### src/rtl/memory_pkg.sv
// -----------------------------------------------------------------------------
// memory_pkg
// Shared types and constants for the memory-game board controller.
//   card_state_t : per-card visibility/ownership encoding (matches card_state bus)
//   board_fsm_t  : flip/compare sequencer states
//   WIN_*        : winner output encoding
//   owner_state  : card state that marks a card as won by a given player
// -----------------------------------------------------------------------------
package memory_pkg;

  typedef enum logic [1:0] {
    HIDDEN = 2'b00,
    SHOWN  = 2'b01,
    OWN_P1 = 2'b10,
    OWN_P2 = 2'b11
  } card_state_t;

  typedef enum logic [2:0] {
    FIRST   = 3'd0,
    SECOND  = 3'd1,
    COMPARE = 3'd2,
    HOLD    = 3'd3,
    FINISH  = 3'd4
  } board_fsm_t;

  localparam logic [1:0] WIN_NONE = 2'b00;
  localparam logic [1:0] WIN_P1   = 2'b01;
  localparam logic [1:0] WIN_P2   = 2'b10;
  localparam logic [1:0] WIN_TIE  = 2'b11;

  // Player 0 is P1, player 1 is P2.
  function automatic card_state_t owner_state(input logic plr);
    card_state_t st;
    if (plr) begin
      st = OWN_P2;
    end else begin
      st = OWN_P1;
    end
    return st;
  endfunction

endpackage

### src/rtl/memory_board_ctrl_if.sv
// -----------------------------------------------------------------------------
// memory_board_ctrl_if
// Bundles the button pulses, the card label table and all board outputs.
//   master : the game top level / bench (drives pulses and labels)
//   slave  : memory_board_ctrl (drives cursor, card_state, scores, status)
// -----------------------------------------------------------------------------
interface memory_board_ctrl_if #(
  parameter int N_CARDS = 16,
  parameter int LABEL_W = 4,
  parameter int SCORE_W = 6
);

  localparam int CUR_W = $clog2(N_CARDS);

  logic                         move_next;
  logic                         move_prev;
  logic                         select;
  logic [N_CARDS*LABEL_W-1:0]   labels;
  logic [CUR_W-1:0]             cursor;
  logic [2*N_CARDS-1:0]         card_state;
  logic [LABEL_W-1:0]           cur_label;
  logic                         player;
  logic [SCORE_W-1:0]           score_p1;
  logic [SCORE_W-1:0]           score_p2;
  logic                         hold_active;
  logic                         game_over;
  logic [1:0]                   winner;

  modport master (
    output move_next, move_prev, select, labels,
    input  cursor, card_state, cur_label, player, score_p1, score_p2,
           hold_active, game_over, winner
  );

  modport slave (
    input  move_next, move_prev, select, labels,
    output cursor, card_state, cur_label, player, score_p1, score_p2,
           hold_active, game_over, winner
  );

endinterface

### src/rtl/memory_hold_timer.sv
// -----------------------------------------------------------------------------
// memory_hold_timer
// Counts out the mismatch reveal period.
//   clk, rst : clock, asynchronous active-low reset
//   start    : load the counter (one cycle)
//   busy     : high from the cycle after start until the cycle after done
//   done     : one-cycle pulse in the HOLD_CYCLES-th cycle after start, so a
//              consumer that leaves its wait state on done spends exactly
//              HOLD_CYCLES cycles there
// -----------------------------------------------------------------------------
module memory_hold_timer #(
  parameter int unsigned HOLD_CYCLES = 25000000
) (
  input  logic clk,
  input  logic rst,
  input  logic start,
  output logic busy,
  output logic done
);

  localparam int CNT_W = (HOLD_CYCLES > 32'd1) ? $clog2(HOLD_CYCLES) : 1;
  localparam logic [CNT_W-1:0] CNT_LOAD = CNT_W'(HOLD_CYCLES - 32'd1);
  localparam logic [CNT_W-1:0] CNT_ONE  = CNT_W'(1'b1);
  localparam logic [CNT_W-1:0] CNT_ZERO = {CNT_W{1'b0}};

  logic [CNT_W-1:0] cnt_q, cnt_d;
  logic             busy_q, busy_d;
  logic             done_q, done_d;

  // Next-count logic; done is pre-computed one cycle early so it is registered.
  always_comb begin
    cnt_d  = cnt_q;
    busy_d = busy_q;
    done_d = 1'b0;
    if (start) begin
      cnt_d  = CNT_LOAD;
      busy_d = 1'b1;
      done_d = (HOLD_CYCLES == 32'd1);
    end else if (busy_q) begin
      if (cnt_q == CNT_ZERO) begin
        busy_d = 1'b0;
      end else begin
        cnt_d  = cnt_q - CNT_ONE;
        done_d = (cnt_q == CNT_ONE);
      end
    end else begin
      cnt_d = cnt_q;
    end
  end

  // Counter state registers.
  always_ff @(posedge clk or negedge rst) begin
    if (!rst) begin
      cnt_q  <= CNT_ZERO;
      busy_q <= 1'b0;
      done_q <= 1'b0;
    end else begin
      cnt_q  <= cnt_d;
      busy_q <= busy_d;
      done_q <= done_d;
    end
  end

  assign busy = busy_q;
  assign done = done_q;

endmodule

### src/rtl/memory_board_ctrl.sv
// -----------------------------------------------------------------------------
// memory_board_ctrl
// Two-player memory-game board: cursor, per-card state, flip/compare sequence,
// mismatch reveal hold, turn passing, scores and end-of-game detection.
//   clk, rst : clock, asynchronous active-low reset
//   bus      : memory_board_ctrl_if.slave
//              in : move_next, move_prev, select (single-cycle pulses), labels
//              out: cursor, card_state, cur_label (combinational), player,
//                   score_p1, score_p2, hold_active, game_over, winner
// -----------------------------------------------------------------------------
module memory_board_ctrl
  import memory_pkg::*;
#(
  parameter int          N_CARDS     = 16,
  parameter int          LABEL_W     = 4,
  parameter int unsigned HOLD_CYCLES = 25000000,
  parameter int          SCORE_W     = 6
) (
  input  logic                clk,
  input  logic                rst,
  memory_board_ctrl_if.slave  bus
);

  localparam int                 CUR_W     = $clog2(N_CARDS);
  localparam logic [CUR_W-1:0]   CUR_LAST  = CUR_W'(N_CARDS - 1);
  localparam logic [CUR_W-1:0]   CUR_ZERO  = {CUR_W{1'b0}};
  localparam logic [CUR_W-1:0]   CUR_ONE   = CUR_W'(1'b1);
  localparam logic [SCORE_W-1:0] SCORE_MAX = {SCORE_W{1'b1}};
  localparam logic [SCORE_W:0]   ALL_PAIRS = (SCORE_W + 1)'(N_CARDS / 2);

  board_fsm_t         state_q, state_d;
  logic [CUR_W-1:0]   cursor_q, cursor_d;
  card_state_t        cards_q [N_CARDS];
  card_state_t        cards_d [N_CARDS];
  logic [CUR_W-1:0]   idx_a_q, idx_a_d;
  logic [CUR_W-1:0]   idx_b_q, idx_b_d;
  logic               player_q, player_d;
  logic [SCORE_W-1:0] score_p1_q, score_p1_d;
  logic [SCORE_W-1:0] score_p2_q, score_p2_d;
  logic               hold_active_q, hold_active_d;
  logic               game_over_q, game_over_d;
  logic [1:0]         winner_q, winner_d;

  logic               timer_start_s;
  logic               timer_busy_s;
  logic               timer_done_s;
  logic [LABEL_W-1:0] label_a_s;
  logic [LABEL_W-1:0] label_b_s;
  logic [SCORE_W:0]   pairs_s;
  logic [LABEL_W-1:0] cur_label_s;
  logic [2*N_CARDS-1:0] card_state_s;

  function automatic logic [SCORE_W-1:0] sat_inc(input logic [SCORE_W-1:0] s);
    logic [SCORE_W-1:0] r;
    if (s == SCORE_MAX) begin
      r = s;
    end else begin
      r = s + SCORE_W'(1'b1);
    end
    return r;
  endfunction

  function automatic logic [1:0] decide_winner(input logic [SCORE_W-1:0] p1,
                                               input logic [SCORE_W-1:0] p2);
    logic [1:0] w;
    if (p1 > p2) begin
      w = WIN_P1;
    end else if (p2 > p1) begin
      w = WIN_P2;
    end else begin
      w = WIN_TIE;
    end
    return w;
  endfunction

  memory_hold_timer #(
    .HOLD_CYCLES (HOLD_CYCLES)
  ) u_hold_timer (
    .clk   (clk),
    .rst   (rst),
    .start (timer_start_s),
    .busy  (timer_busy_s),
    .done  (timer_done_s)
  );

  // Next-state, cursor, card and score logic.
  always_comb begin
    state_d       = state_q;
    cursor_d      = cursor_q;
    cards_d       = cards_q;
    idx_a_d       = idx_a_q;
    idx_b_d       = idx_b_q;
    player_d      = player_q;
    score_p1_d    = score_p1_q;
    score_p2_d    = score_p2_q;
    hold_active_d = 1'b0;
    game_over_d   = game_over_q;
    winner_d      = winner_q;
    timer_start_s = 1'b0;
    pairs_s       = {(SCORE_W + 1){1'b0}};
    label_a_s     = bus.labels[idx_a_q*LABEL_W +: LABEL_W];
    label_b_s     = bus.labels[idx_b_q*LABEL_W +: LABEL_W];

    // Cursor moves in every state except FINISH; simultaneous pulses cancel.
    if (state_q == FINISH) begin
      cursor_d = cursor_q;
    end else if (bus.move_next && !bus.move_prev) begin
      cursor_d = (cursor_q == CUR_LAST) ? CUR_ZERO : cursor_q + CUR_ONE;
    end else if (bus.move_prev && !bus.move_next) begin
      cursor_d = (cursor_q == CUR_ZERO) ? CUR_LAST : cursor_q - CUR_ONE;
    end else begin
      cursor_d = cursor_q;
    end

    case (state_q)
      FIRST: begin
        if (bus.select && (cards_q[cursor_q] == HIDDEN)) begin
          cards_d[cursor_q] = SHOWN;
          idx_a_d           = cursor_q;
          state_d           = SECOND;
        end else begin
          state_d = FIRST;
        end
      end
      SECOND: begin
        // The first card is already SHOWN, so only a hidden card qualifies.
        if (bus.select && (cards_q[cursor_q] == HIDDEN)) begin
          cards_d[cursor_q] = SHOWN;
          idx_b_d           = cursor_q;
          state_d           = COMPARE;
        end else begin
          state_d = SECOND;
        end
      end
      COMPARE: begin
        if (label_a_s == label_b_s) begin
          cards_d[idx_a_q] = owner_state(player_q);
          cards_d[idx_b_q] = owner_state(player_q);
          if (player_q) begin
            score_p2_d = sat_inc(score_p2_q);
          end else begin
            score_p1_d = sat_inc(score_p1_q);
          end
          pairs_s = {1'b0, score_p1_d} + {1'b0, score_p2_d};
          if (pairs_s == ALL_PAIRS) begin
            state_d     = FINISH;
            game_over_d = 1'b1;
            winner_d    = decide_winner(score_p1_d, score_p2_d);
          end else begin
            state_d = FIRST;
          end
        end else begin
          timer_start_s = 1'b1;
          hold_active_d = 1'b1;
          state_d       = HOLD;
        end
      end
      HOLD: begin
        // An idle timer here can only mean it was disturbed; leave HOLD then too.
        if (timer_done_s || !timer_busy_s) begin
          cards_d[idx_a_q] = HIDDEN;
          cards_d[idx_b_q] = HIDDEN;
          player_d         = ~player_q;
          state_d          = FIRST;
        end else begin
          hold_active_d = 1'b1;
        end
      end
      FINISH: begin
        state_d     = FINISH;
        game_over_d = 1'b1;
      end
      default: begin
        state_d = FIRST;
      end
    endcase
  end

  // Board state registers.
  always_ff @(posedge clk or negedge rst) begin
    if (!rst) begin
      state_q       <= FIRST;
      cursor_q      <= CUR_ZERO;
      for (int i = 0; i < N_CARDS; i++) begin
        cards_q[i] <= HIDDEN;
      end
      idx_a_q       <= CUR_ZERO;
      idx_b_q       <= CUR_ZERO;
      player_q      <= 1'b0;
      score_p1_q    <= {SCORE_W{1'b0}};
      score_p2_q    <= {SCORE_W{1'b0}};
      hold_active_q <= 1'b0;
      game_over_q   <= 1'b0;
      winner_q      <= WIN_NONE;
    end else begin
      state_q       <= state_d;
      cursor_q      <= cursor_d;
      cards_q       <= cards_d;
      idx_a_q       <= idx_a_d;
      idx_b_q       <= idx_b_d;
      player_q      <= player_d;
      score_p1_q    <= score_p1_d;
      score_p2_q    <= score_p2_d;
      hold_active_q <= hold_active_d;
      game_over_q   <= game_over_d;
      winner_q      <= winner_d;
    end
  end

  // Label under the cursor, blanked while that card is face down.
  always_comb begin
    cur_label_s = {LABEL_W{1'b0}};
    if (cards_q[cursor_q] == HIDDEN) begin
      cur_label_s = {LABEL_W{1'b0}};
    end else begin
      cur_label_s = bus.labels[cursor_q*LABEL_W +: LABEL_W];
    end
  end

  // Flatten the per-card states onto the output bus.
  always_comb begin
    card_state_s = {(2 * N_CARDS){1'b0}};
    for (int i = 0; i < N_CARDS; i++) begin
      card_state_s[2*i +: 2] = cards_q[i];
    end
  end

  assign bus.cursor      = cursor_q;
  assign bus.card_state  = card_state_s;
  assign bus.cur_label   = cur_label_s;
  assign bus.player      = player_q;
  assign bus.score_p1    = score_p1_q;
  assign bus.score_p2    = score_p2_q;
  assign bus.hold_active = hold_active_q;
  assign bus.game_over   = game_over_q;
  assign bus.winner      = winner_q;

endmodule

### src/flat_wrapper.sv
// flat-port wrapper written by rule: the top's interface ports become plain ports
module memory_board_ctrl_flat import memory_pkg::*;
#(
  parameter int          N_CARDS     = 16,
  parameter int          LABEL_W     = 4,
  parameter int unsigned HOLD_CYCLES = 25000000,
  parameter int          SCORE_W     = 6
)
  (clk, rst, bus_move_next, bus_move_prev, bus_select, bus_labels, bus_cursor, bus_card_state, bus_cur_label, bus_player, bus_score_p1, bus_score_p2, bus_hold_active, bus_game_over, bus_winner);
  memory_board_ctrl_if #(.N_CARDS(N_CARDS), .LABEL_W(LABEL_W), .SCORE_W(SCORE_W)) bus_i ();
  input  logic clk;
  input  logic rst;
  input wire logic [$bits(bus_i.move_next)-1:0] bus_move_next;
  input wire logic [$bits(bus_i.move_prev)-1:0] bus_move_prev;
  input wire logic [$bits(bus_i.select)-1:0] bus_select;
  input wire logic [$bits(bus_i.labels)-1:0] bus_labels;
  output wire logic [$bits(bus_i.cursor)-1:0] bus_cursor;
  output wire logic [$bits(bus_i.card_state)-1:0] bus_card_state;
  output wire logic [$bits(bus_i.cur_label)-1:0] bus_cur_label;
  output wire logic [$bits(bus_i.player)-1:0] bus_player;
  output wire logic [$bits(bus_i.score_p1)-1:0] bus_score_p1;
  output wire logic [$bits(bus_i.score_p2)-1:0] bus_score_p2;
  output wire logic [$bits(bus_i.hold_active)-1:0] bus_hold_active;
  output wire logic [$bits(bus_i.game_over)-1:0] bus_game_over;
  output wire logic [$bits(bus_i.winner)-1:0] bus_winner;
  assign bus_i.move_next = bus_move_next;
  assign bus_i.move_prev = bus_move_prev;
  assign bus_i.select = bus_select;
  assign bus_i.labels = bus_labels;
  assign bus_cursor = bus_i.cursor;
  assign bus_card_state = bus_i.card_state;
  assign bus_cur_label = bus_i.cur_label;
  assign bus_player = bus_i.player;
  assign bus_score_p1 = bus_i.score_p1;
  assign bus_score_p2 = bus_i.score_p2;
  assign bus_hold_active = bus_i.hold_active;
  assign bus_game_over = bus_i.game_over;
  assign bus_winner = bus_i.winner;
  memory_board_ctrl #(.N_CARDS(N_CARDS), .LABEL_W(LABEL_W), .HOLD_CYCLES(HOLD_CYCLES), .SCORE_W(SCORE_W)) u_core (.clk(clk), .rst(rst), .bus(bus_i));
endmodule
### config.mk
export PLATFORM = sky130hd
export DESIGN_NAME = memory_board_ctrl_flat
export DESIGN_NICKNAME = d
export VERILOG_FILES = /design/src/rtl/memory_pkg.sv /design/src/rtl/memory_board_ctrl_if.sv /design/src/rtl/memory_hold_timer.sv /design/src/rtl/memory_board_ctrl.sv /design/src/flat_wrapper.sv
export SDC_FILE = /design/constraint.sdc
export NUM_CORES = 1
export LEC_CHECK = 0
export BUFFER_PORTS_ARGS = -buffer_cell sky130_fd_sc_hd__buf_2
export CORE_ASPECT_RATIO = 1.4
export CORE_MARGIN = 1.5
export CORE_UTILIZATION = 50
export DETAILED_ROUTE_END_ITERATION = 16
export HOLD_SLACK_MARGIN = 0.1
export PLACE_DENSITY = 0.85
export SETUP_SLACK_MARGIN = 0.05
export SLEW_MARGIN = 15
export SYNTH_ARGS = -nofsm -noshare
export SYNTH_HDL_FRONTEND = slang
export SYNTH_SLANG_ARGS = --single-unit
### constraint.sdc
create_clock -name clk -period 7.7 [get_ports clk]
set_input_delay 1.155 -clock clk [delete_from_list [all_inputs] [get_ports clk]]
set_output_delay 1.155 -clock clk [all_outputs]
set_load 0.02 [all_outputs]
* Word level (Yosys, flattened, before mapping)
Index checks and enable logic that the tools add are counted.
** Cells by class
- $add $sub $neg :: 6
- Multiply operators :: 0
- Div/mod/pow operators :: 0
- $lt $le $gt $ge :: 8
- Equal/unequal tests :: 15
- Shifts and indexed selects :: 3
- Multiplexer cells :: 55
- Bitwise gates (word level) :: 12
- Reductions and logical operators :: 28
** Operators by type and width (number)
- $shiftx 64x7->4 :: 3
- $mux 32 :: 3
- $pmux 32 s3 :: 1
- $mux 25 :: 3
- $and 32x32->32 :: 2
- $bwmux 32 :: 2
- $not 32->32 :: 2
- $mux 6 :: 8
- $eq 25x1->1 const B :: 1
- $logic_not 25->1 :: 1
- $sub 25x1->25 const B :: 1
- $demux 2 s4 :: 3
- $mux 4 :: 5
- $mux 2 :: 9
- $and 16x16->16 :: 1
- $not 16->16 :: 1
- $or 16x16->16 :: 1
- $ge 5x5->1 const B :: 3
- $lt 5x1->1 const B :: 3
- $not 4->5 :: 3
- $pmux 3 s5 :: 1
- $mux 1 :: 14
- $add 6x1->6 const B :: 2
- $eq 6x6->1 const B :: 2
- 27 further kinds :: 52
** Word-level totals
- Bits in registers :: 91
- Bits in latches :: 0
- RAM bits :: 0
- Memory bits (read-only) :: 0
- Bits of input ports :: 69
- Output and inout bits :: 57
- Logic and storage cells :: 156
- Memories kept :: 0

* Logic depth before layout (Yosys ltp)
Gate-level depths: netlist of run 1.
- Depth in word-level cells :: 10
- Depth in mapped cells :: 14
- Gate-level depth less buffers :: 14

* Cells and area by module
Synthesis of run 1 repeated with hierarchy kept, for this count alone.
** Unflattened totals
- Cells, all modules :: 710
- Area, all modules :: 7068.0 µm²
** Modules (own cells, without submodules)
- memory_board_ctrl :: instances 1, cells each 557, area each 5587.9 µm², seq. area each 1601.5 µm²
- memory_hold_timer :: instances 1, cells each 153, area each 1480.2 µm², seq. area each 675.6 µm²

* Worst setup path before layout of run 1
No wires, ideal clock.
- Path type :: register -> output
- Start point :: register u_core.cursor_q[0], in the netlist u_core.bus.cursor[0]
- End point :: output port bus_cur_label[0]
- Arrival :: 2.420 ns
- Required time :: 6.545 ns
- Path slack :: 4.125 ns
- Cell stages (with the launch flop) :: 6
- Buffers on the path :: 2
- Cells stage by stage :: dfrtp_1 buf_2 buf_1 mux4_2 mux4_2 nor2b_1
** On the way
- Longest elaborated chain between the ends :: 6
- Elaborated cells on any way between the ends :: 7
- Those cells by class :: shift: 1; mux: 4; bitwise: 1; reduce/logical: 1
** Ends and longest elaborated chain
- start, declared :: line memory_board_ctrl.sv:32 : logic [CUR_W-1:0] cursor_q, cursor_d;
- start signal, assigned :: line memory_board_ctrl.sv:197 : cursor_q <= cursor_d;
- $not 4->5 (implied by the code) :: line memory_board_ctrl.sv:213 : if (cards_q[cursor_q] == HIDDEN) begin
- $bmux 2 s4 :: line memory_board_ctrl.sv:213
- $mux 2 (implied by the code) (2 in a row) :: line memory_board_ctrl.sv:213
- $logic_not 2->1 :: line memory_board_ctrl.sv:213
- $mux 4 (*) :: line memory_board_ctrl.sv:213
- end, declared :: line flat_wrapper.sv:19 : output wire logic [$bits(bus_i.cur_label)-1:0] bus_cur_label;
Mark *: on every way between the ends. The rest lies on a longest branch, timed or not. The select of a mux whose other input is x is not followed.

* Worst setup path in the final report of run 1
- Start point :: register u_core.cursor_q[1], in the netlist u_core.bus.cursor[1]
- End point :: output port bus_cur_label[3]
The elaborated chain is that of the path after synthesis.

==> metrics.md, run 1 <==
| Metric | Value |
|---|---|
| Drt via density | 6.48 |
| Worst skew pair latency | 0.35 ns |
| Initial Util | 51.7% |
| Post-cts resize count | 0 |
| Largest family of logic cells by synthesized area | multiplexers |
| Asr flop ratio synth | 100% |
| CTS Buf Count | 9 |
| Slowest CP cell | dfrtp_1 |
| Final Critical Period | 4.41 ns |
| Initial antenna violation count | 0 |
| DRT antenna net count | 0 |
| Number of synthesized flops with an enable pin | 0 |
| Period utilization | 57.3% |
| P&R area growth vs syn | 13.4% |
| WHS Endpoint | u_core.bus.game_over |
| Reg2Reg Setup Slack | 3.81 ns |
| Syn_nets | 795 |
| Drt wl/cell | 19.8 µm |
| Max Cap Violations | 0 |
| Root Buffer | clkbuf_16 |
| Seq pwr share | 27.4% |
| Row Count | 50 |
| Dpl cells | 969 |
| FF+latch count, synth | 91 |
| Sw frac | 49.5% |
| Fin nets | 889 |
| 1st-iter DRT viols | 610 |
| Port Buffer Count | 125 |
| Commonest cells after routing, fill and taps aside | 124 x buf_2, 90 x dfrtp_1, 88 x nand2_1, 53 x nor2_1, 52 x mux4_2 |
| Worst r2r path cells | 9 |
| Critical R2R Capture | u_core.bus.score_p1[4] |
| Clock Power Share | 12.6% |
| Largest net degree at the start of global routing | 73 |
| Distinct cell type count after synthesis | 65 |
| HP Class | register to register |
| Die ar. | 14700 µm² |
| Fraction of layout cells with a size suffix above 1 | 28.3% |
| Crit Path Max Fanout | 24 |
| Setup_tns | 0 ns |
| Adder-Cell Fraction of Synth Area | 4.04% |
| N_diodes | 0 |
| Final Setup Violations | 0 |
| Placer's final routability congestion estimate | 0.940 |
| Worst EP required | 6.55 ns |
| Reg area | 2280 µm² |
| Mux cell area share after synthesis | 21.5% |
| Crit-path cells | inv_2, mux4_2, mux4_2, nor2b_1, buf_2 |
| Netlist Area Pre-Place | 6990 µm² |
| Post-synthesis xor/xnor area fraction | 4.38% |
| All-Layer GR Usage | 28.0% |
| Vias in the first global route | 6391 |
| Post-CTS Setup Bufs | 0 |
| Final WL | 19500 µm |
| Fillers | 1190 |
| Power Total | 3.33 mW |
| Crit end category | output port |
| Hold wc startpoint | u_core.bus.game_over |
| Comb power frac | 60.0% |
| Least-Margin Pin Slew | 1.07 ns |
| Finished Layout Cells | 985 |
| DR vias | 6385 |
| Pwr dens | 420 nW/µm² |
| Syn_area_per_cell | 9.93 µm² |
| Switch Pwr | 1.65 mW |
| Final hold viol count | 0 |
| Post-synth top flop | dfrtp_1 |
| RSZ-0062 raised after global routing | false |
| Sink Count | 91 |
| Data arrival, critical path | 3.26 ns |
| Leak | 3.32 nW |
| Headroom to the max-slew limit | 28.8% |
| P_int | 1.68 mW |
| Status | finished, final reports clean |
| CTS tree | done |
| Die Wd | 103 µm |
| Multi-input logic area | 4390 µm² |
| Crit path launch type | register |
| Hold Path Depth | 1 |
| Die Ht | 143 µm |
| 1st-pass router iterations | 6 |
| CTS max path bufs | 2 |
| Residual DRC count | 0 |
| Post-synthesis compound-gate area fraction | 16.8% |
| Synth top area share | 32.6% |
| Core Region | 13500 µm² |
| Delay of the slowest cell on the worst path | 1.05 ns |
| Cell accounting for the most synthesized area | dfrtp_1 |
| Worst R2R Start | u_core.idx_b_q[0] |
| Top cells by area, synth | dfrtp_1 33%, mux4_2 17%, nand2_1 4.7% |
| Post-Syn Instances | 704 |
| I/O Pins | 126 |
| Clock transition at path regs | 0.07 ns |
| Final core occ | 58.7% |
| CP most frequent cell | mux4_2 |
| Hpwl dp | 14000 µm |
| Most common cell after layout, fill and taps aside | buf_2 |
| Total congestion overflow | 0 |
| Max Slew Vio Count | 0 |
| H-tree levels | 3 |
| Max VDD drop | 0.224 mV |
| Simple-gate share of the synthesized area | 16.1% |
| First-pass GRT wire length | 31800 µm |
| YS warnings | 0 |
| Crit Path Category | register to output port |
| Max frequency | 227 MHz |
| Seq/Total Area, Yosys | 32.6% |
| CTS Hold Buffers Added | 0 |
| Clock skew | 0.00781 ns |
[area by class of cell]
cell class	instances	share of cell area, %
Sequential cell	91	28.7
Timing Repair Buffer	130	8.40
Inverter	23	1.09
Clock inverter	1	0.0947
Clock buffer	15	3.38
Tap cell	182	2.87
Multi-Input combinational cell	543	55.4
[routing by layer]
metal  GRT usage (%)  wire length [µm]  vias up
met3            4.99              1370       82
met1            32.9              7160     3115
met5               0                 0        -
met4            15.6               891        0
met2            47.6             10000      365
li1                -                 -     2823
[worst max-delay path by stage]
stage          cells past startpoint  slack (ns)            startpoint                      to
2_1_floorplan                      5        4.12  u_core.bus.cursor[0]        bus_cur_label[0]
3_3_place_gp                       5        3.66  u_core.bus.cursor[1]        bus_cur_label[0]
3_5_place_dp                       9        3.59        bus_labels[14]  u_core.bus.score_p1[4]
4_1_cts                            5        3.30  u_core.bus.cursor[1]        bus_cur_label[3]
5_1_grt                            5        3.19  u_core.bus.cursor[1]        bus_cur_label[0]
6_report                           5        3.29  u_core.bus.cursor[1]        bus_cur_label[3]
[power by group through the flow]
stage	Clock (mW)	Sequential, mW	Combinational, mW
final	0.420	0.912	2.00
after floorplan	0	0.858	1.50
after detailed placement	0	0.914	1.97
after global placement	0	0.908	1.93
after CTS	0.423	0.907	1.99
after global routing	0.441	0.937	2.18
[state kept, by name (all words and copies together) (netlist names)]
name	count
u_core.bus.score_p1	6
u_core.bus.hold_active	1
u_core.idx_b_q	4
u_core.u_hold_timer.cnt_q	25
u_core.bus.winner	2
u_core.bus.score_p2	6
u_core.bus.player	1
u_core.idx_a_q	4
u_core.bus.game_over	1
u_core.state_q	3
u_core.bus.card_state	32
u_core.bus.cursor	4
u_core.u_hold_timer.done	1
u_core.u_hold_timer.busy	1
[synthesized netlist by cell type (2+ instances only)]
cell type  instances
buf_1              6
or2_2              3
ha_1              21
nand4b_1           2
a31o_2             2
a22o_1             4
or3_1              5
and3_1             7
nor3b_1            3
nor2b_1           16
buf_4              2
a21boi_0           2
inv_1             21
a211oi_1           4
or4_1              6
o21ai_0           48
a32o_1             4
o22a_1             3
mux4_2            52
o21ai_1           25
clkbuf_1          24
mux4_1             5
mux2_2            16
mux2i_1            2
xor2_1            16
a32oi_1            2
nand3_1            8
a31oi_1           12
o41a_1             2
nor3_1            18
xnor2_1           19
nor2_1            53
buf_2             10
nand4_1            3
o41ai_4            2
and2_1             5
a21oi_1           21
a22oi_1           27
nor4_1             7
a41oi_1            2
dfrtp_1           91
nand2_1           88
o31ai_1            6
buf_6              5
nand2b_1           4
[cells by family (layout without fill, tap and decap cells)]
kind of cell,after synthesis,in the layout
buffers and inverters,70,169
AND/OR/NAND/NOR,235,235
flip-flops,91,91
XOR/XNOR,35,35
adder cells (fa/ha/maj),22,22
multiplexers,75,75
AO/OA/AOI/OAI,176,176
[critical path, delay by kind of cell (launching register included)]
family | cells | cell delay, ns
multiplexers | 2 | 1.15
AND/OR/NAND/NOR | 1 | 0.19
buffers and inverters | 2 | 0.51
flip-flops | 1 | 1.05
[metrics by stage]
| step | worst slack, ns | area, µm² | hold WS [ns] |
|---|---|---|---|
| 2_1_floorplan | 4.12 | 6990 | 0.475 |
| 3_3_place_gp | 3.66 | 7650 | 0.456 |
| 3_5_place_dp | 3.59 | 7650 | 0.465 |
| 4_1_cts | 3.30 | 7930 | 0.482 |
| 5_1_grt | 3.19 | 7930 | 0.503 |
| 6_report | 3.29 | 7930 | 0.480 |
Power figures use the tool's default switching activity.
==> inputs of run 2 (changes only) <==
- PLACE_DENSITY: 0.85 -> 0.88
- clock period: 7.7 -> 3.9 ns (I/O delays scaled with it)
==> metrics.md, run 2 (same netlist as run 1, synthesis figures left out) <==
| Metric | Value |
|---|---|
| Die Wd | 103 µm (unchanged) |
| Max frequency | 280 MHz |
| Fin nets | 902 (was 889) |
| Vias in the first global route | 6687 (was 6391) |
| DRT antenna net count | 0 (unchanged) |
| 1st-pass router iterations | 5 (was 6) |
| Slowest CP cell | dfrtp_1 (unchanged) |
| Most common cell after layout, fill and taps aside | buf_2 (unchanged) |
| Crit path launch type | register (unchanged) |
| Crit-path cells | clkinv_1, mux4_2, mux4_2, nor2b_1, buf_2 (was inv_2, mux4_2, mux4_2, nor2b_1, buf_2) |
| Status | finished, final reports clean (unchanged) |
| Setup_tns | 0 ns (unchanged) |
| Initial antenna violation count | 0 (unchanged) |
| Largest register FFs | 32 (unchanged) |
| First-pass GRT wire length | 32700 µm (was 31800 µm) |
| CTS Hold Buffers Added | 0 (unchanged) |
| Post-cts resize count | 0 (unchanged) |
| Root Buffer | clkbuf_16 (unchanged) |
| P&R area growth vs syn | 15.7% (was 13.4%) |
| Final Critical Period | 3.57 ns |
| Finished Layout Cells | 998 (was 985) |
| Port Buffer Count | 125 (unchanged) |
| Power Total | 6.88 mW (was 3.33 mW) |
| Worst skew pair latency | 0.35 ns (about the same) |
| Max Cap Violations | 0 (unchanged) |
| DR vias | 6514 (was 6385) |
| Pwr dens | 850 nW/µm² (was 420 nW/µm²) |
| Fraction of layout cells with a size suffix above 1 | 29.8% (was 28.3%) |
| Sink Count | 91 (unchanged) |
| Hpwl dp | 14600 µm (was 14000 µm) |
| Clock skew | 0.00703 ns (was 0.00781 ns) |
| Largest net degree at the start of global routing | 82 (was 73) |
| Max Slew Vio Count | 0 (unchanged) |
| CTS tree | done (unchanged) |
| Row Count | 50 (unchanged) |
| Leak | 3.42 nW (was 3.32 nW) |
| Least-Margin Pin Slew | 1.02 ns (was 1.07 ns) |
| Data arrival, critical path | 2.98 ns (was 3.26 ns) |
| Final hold viol count | 0 (unchanged) |
| Post-CTS Setup Bufs | 0 (unchanged) |
| Commonest cells after routing, fill and taps aside | 124 x buf_2, 91 x dfrtp_1, 88 x nand2_1, 53 x nor2_1, 52 x mux4_2 (was 124 x buf_2, 90 x dfrtp_1, 88 x nand2_1, 53 x nor2_1, 52 x mux4_2) |
| I/O Pins | 126 (unchanged) |
| Drt wl/cell | 20.0 µm (was 19.8 µm) |
| Placer's final routability congestion estimate | 0.933 (was 0.940) |
| N_diodes | 0 (unchanged) |
| CTS max path bufs | 2 (unchanged) |
| Residual DRC count | 0 (unchanged) |
| Final core occ | 59.9% (was 58.7%) |
| Crit end category | output port (unchanged) |
| Delay of the slowest cell on the worst path | 0.67 ns (was 1.05 ns) |
| Die Ht | 143 µm (unchanged) |
| Period utilization | 91.4% |
| Max VDD drop | 0.432 mV (was 0.224 mV) |
| Worst EP required | 3.31 ns (was 6.55 ns) |
| Core Region | 13500 µm² (unchanged) |
| Initial Util | 51.7% (unchanged) |
| Clock transition at path regs | 0.07 ns (about the same) |
| CP most frequent cell | mux4_2 (unchanged) |
| Final Setup Violations | 0 (unchanged) |
| HP Class | input pin to asynchronous set/reset pin (was register to register) |
| All-Layer GR Usage | 28.7% (was 28.0%) |
| Crit Path Category | register to output port (unchanged) |
| Headroom to the max-slew limit | 32.1% (was 28.8%) |
| Die ar. | 14700 µm² (unchanged) |
| Drt via density | 6.53 (was 6.48) |
| Crit Path Max Fanout | 10 (was 24) |
| RSZ-0062 raised after global routing | false (unchanged) |
| CTS Buf Count | 9 (unchanged) |
| 1st-iter DRT viols | 630 (was 610) |
| Reg2Reg Setup Slack | 0.46 ns (was 3.81 ns) |
| Final WL | 20000 µm (was 19500 µm) |
| H-tree levels | 3 (unchanged) |
| Dpl cells | 982 (was 969) |
| Total congestion overflow | 0 (unchanged) |
run 2: cell types whose count changed in the layout (fill, tap and decap cells not counted), sizes merged:
cell    change
clkbuf      -6
clkinv      +3
buf        +13
bufinv      +3
run 2: per-layer routing:
metal  up-vias  track usage (%)  wire [µm]
li1       2846                -          -
met1      3182             34.5       7220
met2       412             48.2      10300
met3        74             6.17       1690
met4         0             14.2        765
met5         -                0          0
run 2: report_power, final:
part,internal (mW),switching [mW]
Combinational,1.71,2.55
Sequential,1.23,0.390
Clock,0.625,0.376
Total,3.56,3.32
run 2: layout make-up:
type                       instances  area [µm²]
inverter                          23        86.3
clock buffer                       9         225
sequential                        91        2280
tap                              182         228
timing repair buffer             143         763
multi-input combinational        543        4390
clock inverter                     7         116
fill                            1147        5420
run 2: worst paths after layout:
kind | cells past startpoint | end | start
setup / recovery | 5 | bus_cur_label[1] | u_core.bus.cursor[0]
hold / removal | 1 | u_core.bus.score_p1[5] | rst
setup reg to reg | 14 | u_core.bus.winner[0] | u_core.bus.score_p1[0]
hold reg to reg | 1 | u_core.bus.game_over | u_core.bus.game_over
max in group asynchronous | 2 | u_core.state_q[1] | rst
min in group clk | 1 | u_core.bus.game_over | u_core.bus.game_over
run 2: stage by stage:
stage	cell area [µm²]	setup WS [ns]	hold WS (ns)
floorplan	6990	0.668	0.289
global placement	7750	0.598	0.459
detailed placement	7750	0.488	0.471
CTS	8090	0.369	0.450
global route	8090	0.110	0.498
finish	8090	0.334	0.400
run 2: worst max-delay path: cells and delay by family, from the launching register on:
family / cells / cell delay (ns)
flip-flops: 1 / 0.67
multiplexers: 2 / 1.04
buffers and inverters: 2 / 0.69
AND/OR/NAND/NOR: 1 / 0.22
